$ cat config.mk
export PLATFORM = sky130hd
export DESIGN_NAME = led_tube_scanner
export DESIGN_NICKNAME = d
export VERILOG_FILES = /design/src/rtl/led_tube_pkg.sv /design/src/rtl/seg7_hex_decode.sv /design/src/rtl/led_tube_scanner.sv
export SDC_FILE = /design/constraint.sdc
export NUM_CORES = 1
export LEC_CHECK = 0
export ABC_AREA = 1
export BUFFER_PORTS_ARGS = -buffer_cell sky130_fd_sc_hd__buf_4
export CORE_MARGIN = 3
export CORE_UTILIZATION = 50
export CTS_CLUSTER_DIAMETER = 120
export DETAILED_ROUTE_END_ITERATION = 16
export PLACE_DENSITY = 0.69
export RECOVER_POWER = 50
export SETUP_SLACK_MARGIN = 0.3
export SLEW_MARGIN = 30
export SYNTH_ARGS = -nofsm -noshare
export SYNTH_HDL_FRONTEND = slang
export SYNTH_HIERARCHICAL = 1
export SYNTH_SLANG_ARGS = --single-unit
$ cat constraint.sdc
create_clock -name clk -period 15.7 [get_ports clk]
set_input_delay 0.785 -clock clk [delete_from_list [all_inputs] [get_ports clk]]
set_output_delay 0.785 -clock clk [all_outputs]
set_load 0.005 [all_outputs]
$ cat src/rtl/led_tube_pkg.sv
// led_tube_pkg: shared segment bit positions, hex glyph table and scan states
package led_tube_pkg;
    localparam int SEG_DP = 7;
    localparam int SEG_G = 6;
    localparam int SEG_F = 5;
    localparam int SEG_E = 4;
    localparam int SEG_D = 3;
    localparam int SEG_C = 2;
    localparam int SEG_B = 1;
    localparam int SEG_A = 0;
    // Active-low glyphs with dp off; entry n is the glyph for nibble n
    localparam logic [15:0][7:0] HEX_SEG = {
        8'h8E, 8'h86, 8'hA1, 8'hC6, 8'h83, 8'h88, 8'h90, 8'h80,
        8'hF8, 8'h82, 8'h92, 8'h99, 8'hB0, 8'hA4, 8'hF9, 8'hC0
    };
    typedef enum logic [1:0] {DEAD, LIT, DARK} scan_state_t;
endpackage

$ cat src/rtl/seg7_hex_decode.sv
// seg7_hex_decode: nibble plus decimal point to active-low segment pattern
module seg7_hex_decode
    import led_tube_pkg::*;
(
    input  logic [3:0] nibble,
    input  logic       dot,
    output logic [7:0] seg
);
    always_comb begin
        seg = HEX_SEG[nibble];
        seg[SEG_DP] = ~dot;
    end
endmodule

$ cat src/rtl/led_tube_scanner.sv
// led_tube_scanner: multiplexed seven-segment scanner with dead time, PWM
// brightness, polarity selection and frame-synchronous double buffering
module led_tube_scanner
    import led_tube_pkg::*;
#(
    parameter int NUM_DIGITS     = 8,
    parameter int DIGIT_CYCLES   = 8192,
    parameter int DEAD_CYCLES    = 64,
    parameter int BRIGHT_W       = 4,
    parameter int SEG_ACTIVE_LOW = 1,
    parameter int EN_ACTIVE_LOW  = 1
) (
    input  logic                      clk,
    input  logic                      reset_n,
    input  logic [4*NUM_DIGITS-1:0]   digits_in,
    input  logic [NUM_DIGITS-1:0]     dots_in,
    input  logic [NUM_DIGITS-1:0]     blank_in,
    input  logic                      load,
    input  logic [BRIGHT_W-1:0]       brightness,
    output logic                      update_pending,
    output logic                      frame_pulse,
    output logic [NUM_DIGITS-1:0]     en,
    output logic [7:0]                dataout
);
    localparam int CW = $clog2(DIGIT_CYCLES);
    localparam int DW = NUM_DIGITS > 1 ? $clog2(NUM_DIGITS) : 1;
    localparam int unsigned UNIT = (DIGIT_CYCLES - DEAD_CYCLES) >> BRIGHT_W;
    localparam logic [NUM_DIGITS-1:0] EN_OFF = {NUM_DIGITS{EN_ACTIVE_LOW != 0}};
    localparam logic [7:0] SEG_INV = {8{SEG_ACTIVE_LOW == 0}};

    logic [CW-1:0]           slot_cnt;
    logic [DW-1:0]           digit_idx;
    scan_state_t             state;
    logic [BRIGHT_W-1:0]     bright_q;
    logic [4*NUM_DIGITS-1:0] dig_act, dig_pend;
    logic [NUM_DIGITS-1:0]   dot_act, dot_pend, blank_act, blank_pend, sel;
    logic [31:0]             cnt32, lit_end;
    logic                    last_slot, last_digit;
    logic [3:0]              nib;
    logic [7:0]              seg;

    assign cnt32       = 32'(slot_cnt);
    assign last_slot   = cnt32 == DIGIT_CYCLES - 1;
    assign last_digit  = 32'(digit_idx) == NUM_DIGITS - 1;
    assign frame_pulse = last_slot && last_digit;
    // On slot_cnt 0 the register has not captured yet, so use the live input
    assign lit_end = DEAD_CYCLES + UNIT * (32'(slot_cnt == '0 ? brightness : bright_q) + 1);
    assign nib     = dig_act[4*digit_idx +: 4];
    assign sel     = NUM_DIGITS'(1) << digit_idx;

    seg7_hex_decode u_dec (
        .nibble(nib),
        .dot   (dot_act[digit_idx]),
        .seg   (seg)
    );

    always_ff @(posedge clk or negedge reset_n) begin
        if (!reset_n) begin
            slot_cnt  <= '0;
            digit_idx <= '0;
            state     <= DEAD;
            bright_q  <= '0;
        end else begin
            slot_cnt <= last_slot ? '0 : slot_cnt + 1'b1;
            if (last_slot) digit_idx <= last_digit ? '0 : digit_idx + 1'b1;
            if (slot_cnt == '0) bright_q <= brightness;
            if (last_slot) state <= DEAD;
            else case (state)
                DEAD:    if (cnt32 == DEAD_CYCLES - 1) state <= blank_act[digit_idx] ? DARK : LIT;
                LIT:     if (cnt32 == lit_end - 1) state <= DARK;
                default: state <= state;
            endcase
        end
    end

    always_ff @(posedge clk or negedge reset_n) begin
        if (!reset_n) begin
            dig_act        <= '0;
            dot_act        <= '0;
            blank_act      <= '1;
            dig_pend       <= '0;
            dot_pend       <= '0;
            blank_pend     <= '1;
            update_pending <= 1'b0;
        end else begin
            // A load on the boundary bypasses the pending buffer entirely
            if (load && frame_pulse) begin
                dig_act   <= digits_in;
                dot_act   <= dots_in;
                blank_act <= blank_in;
            end else begin
                if (frame_pulse && update_pending) begin
                    dig_act   <= dig_pend;
                    dot_act   <= dot_pend;
                    blank_act <= blank_pend;
                end
                if (load) begin
                    dig_pend   <= digits_in;
                    dot_pend   <= dots_in;
                    blank_pend <= blank_in;
                end
            end
            update_pending <= (load || update_pending) && !frame_pulse;
        end
    end

    always_ff @(posedge clk or negedge reset_n) begin
        if (!reset_n) begin
            en      <= EN_OFF;
            dataout <= ~SEG_INV;
        end else begin
            en      <= state == LIT ? EN_OFF ^ sel : EN_OFF;
            dataout <= state == LIT ? seg ^ SEG_INV : ~SEG_INV;
        end
    end
endmodule
==> results.md <==
* Initial DRC Count at 372
* Cts repair resizes at 0
* Sequential area share after synthesis at 44.0%
* Xor/xnor cell area share of the yosys netlist at 1.47%
* Simple-gate share of the synthesized area at 20.7%
* Setup violators final at 0
* H-tree depth reported by CTS at 4
* Die X-Extent at 131 µm
* RePlAce Congestion at 0.868
* Cell mode on critical path: nand2_1
* Synth area leaders: dfrtp_1, dfstp_2, nand2_1, ha_1, o221ai_1
* DRC viols at 0
* Die area at 17100 µm²
* Synthesized Nets at 982
* Clk root buf: clkbuf_16
* Post-Route Skew at 0.0103 ns
* Fillcell total at 1323
* Via count at 6197
* Number of setup buffers added after CTS at 0
* CP Buf/Inv Count at 5
* Synth Area in Compound Gates at 13.3%
* Fin crit period at 6.10 ns
* Ant. Diodes at 0
* Failing checks: capacitance limit, slew limit
* Port bufs at 72
* Synth area leader: dfrtp_1
* Drt pass-1 iters at 5
* Area growth, synth to finish at 15.7%
* CP peak stage delay at 0.63 ns
* DP Wirelength at 12000 µm
* First-pass GRT wire length at 29500 µm
* Worst Path Required at 16.00 ns
* Maximum number of buffers from clock root to sink at 2
* Final WL at 17400 µm
* Worst r2r src: slot_cnt[0]
* Largest family of logic cells by synthesized area: simple AND/OR/NAND/NOR gates
* Reg-to-Reg End: state[1]
* Largest net degree at the start of global routing at 75
* Yosys top cell area share at 33.2%
* CP max-delay cell: fa_1
* Sink Count at 135
* Die height at 131 µm
* Status: finished with violations
* Period utilisation layout at 38.8%
* RSZ-0062 raised after global routing: no
* #FFs+latches synth at 135
* Number of global-route vias before repair at 5972
* Share of post-route cells with drive strength above 1 at 21.5%
* Hold slack at 0.456 ns
* Prevailing post-synth register cell: dfrtp_1
* Post-synth EDFFs at 0
* Critical Path Fanout Max at 9
* CP top delay family: simple AND/OR/NAND/NOR gates
* Worst hold start: slot_cnt[0]
* ANT nets after route at 0
* Least-Margin Pin Slew at 3.85 ns
* Cell Rows at 44
* Final Hold Vio Count at 0
* Post-synth ARST share at 100%
* Reg clk slew, reported paths at 0.05 ns
* Synth unique cells at 50
* Pre-CTS WS at 9.90 ns
* Num CTS Buffers at 17
* Fmax at 0.164 GHz
* Yosys warnings at 6
* VDD IR max at 0.0000793 V
* WP data arrival at 6.40 ns
* Initial Util at 52.2%
* Cell Area, Synth at 7760 µm²
* Reg2reg setup slack at 9.60 ns
* Congestion Overflow GR at 0
* Slew margin rel. at -157%
* Ports at 73
* Hold Path Depth at 1
* WL per Instance at 15.3 µm
* Kind of critical path: register to register
* Worst skew pair latency at 0.42 ns
* Nets@finish at 1044
* Initial antenna violation count at 0
* Adder-cell area share of the yosys netlist at 8.19%
* HP Class: register to register
* Final worst setup slack at 9.60 ns
* Design Power at 1030 µW
* Overall routing resource usage at 21.7%
* Worst reg2reg path depth at 35
* CP endpoint kind: register
* Max cap viols at 2
* P_leak at 0.00450 µW
* Setup TNS Final at 0 ns
* Core area at 14900 µm²
* Multiplexer share of the synthesized area at 4.79%
* Placed Area at 8420 µm²
* Vias per cell at 5.44
* Worst Hold Path EP: slot_cnt[0]
* Final non-filler cell area at 8980 µm²
* Slew Viols, Final at 138
* Hold Buf Count CTS at 0
* CTS tree: yes
* Cells after Synth at 881
* Startpoint types: register
* Avg Synthesized Cell Area at 8.81 µm²
* Power per standard cell area at 115 nW/µm²
## per-layer routing
metal / vias to the layer above / GRT usage, % / wire, µm
met2: 116 / 34.8 / 8250
met4: 0 / 7.68 / 376
li1: 3066 / - / -
met5: - / 0 / 0
met1: 2986 / 29.7 / 8170
met3: 29 / 4.02 / 616
## layout make-up
| cell class | instances | area [µm²] | share of cell area [%] |
|---|---|---|---|
| Clock inverter | 13 | 155 | 1.73 |
| Multi-Input combinational cell | 602 | 3750 | 41.7 |
| Tap cell | 184 | 230 | 2.56 |
| Timing Repair Buffer | 79 | 586 | 6.52 |
| Clock buffer | 19 | 443 | 4.93 |
| Sequential cell | 135 | 3420 | 38.0 |
| Inverter | 108 | 405 | 4.51 |
## flip-flops by register name, indices dropped and copies added (netlist names), 3 cells and up
register,count
blank_act,8
blank_pend,8
bright_q,4
dataout,8
dig_act,32
dig_pend,32
digit_idx,3
dot_act,8
dot_pend,8
en,8
slot_cnt,13
## power breakdown
group / internal [µW] / total (µW) / switching [µW]
clock: 252 / 399 / 147
combinational: 99.2 / 247 / 148
sequential: 379 / 389 / 10.6
total: 730 / 1030 / 305
## cells in the final DEF (no fill, tap or decap), types with 2 or more instances in the layout
master,n
nand2_1,190
inv_1,103
dfrtp_1,103
buf_4,76
nor2_1,64
o21ai_0,52
nand3_1,52
o221ai_1,48
a21oi_1,40
ha_1,38
dfstp_2,32
mux2_2,26
clkbuf_16,17
or2_2,9
xor2_1,8
fa_1,8
mux2_1,7
nand2_2,7
clkinvlp_4,6
nand3_2,5
xnor2_1,5
a31oi_1,4
inv_2,4
clkinv_2,4
nor3_1,3
nand4_1,3
nor2_2,3
nand3b_1,3
bufinv_16,3
clkbuf_1,3
nand4_2,2
a21o_1,2
nor4_1,2
o22ai_1,2
o211ai_1,2
o21ai_2,2
## Yosys cell counts, drive strengths merged (2+ instances only)
cell type / n
a21oi: 40
mux2: 33
fa: 8
nand4: 6
o22ai: 2
nor3: 4
ha: 38
dfrtp: 103
o211ai: 2
dfstp: 32
nand2: 197
buf: 18
nor2: 69
xor2: 8
a21o: 2
nand3: 57
clkbuf: 18
xnor2: 5
o21ai: 56
nor4: 4
or2: 9
inv: 107
o221ai: 48
nand3b: 3
a31oi: 5
## cell families after synthesis
logic type | after synthesis
AO/OA/AOI/OAI | 160
XOR/XNOR | 13
adder cells (fa/ha/maj) | 46
buffers and inverters | 144
flip-flops | 135
multiplexers | 33
AND/OR/NAND/NOR | 350
## metrics by stage
stage                     cells  util, %
after global placement     1108     56.7
after detailed placement   1108     56.7
after CTS                  1140     60.7
final                      1140     60.4
after floorplan             881        -
after global routing       1140     60.4
## worst max path at each step
| stage | from | to | slack (ns) | cells after the start |
|---|---|---|---|---|
| final | slot_cnt[0] | state[1] | 9.60 | 35 |
| after global routing | reset_n | dig_pend[3] | 8.50 | 2 |
| after CTS | slot_cnt[0] | state[1] | 9.89 | 35 |
| after detailed placement | slot_cnt[0] | state[1] | 9.90 | 35 |
| after global placement | slot_cnt[0] | state[1] | 10.06 | 31 |
| after floorplan | slot_cnt[0] | state[1] | 10.31 | 35 |
(Power assumes the default switching activity.)
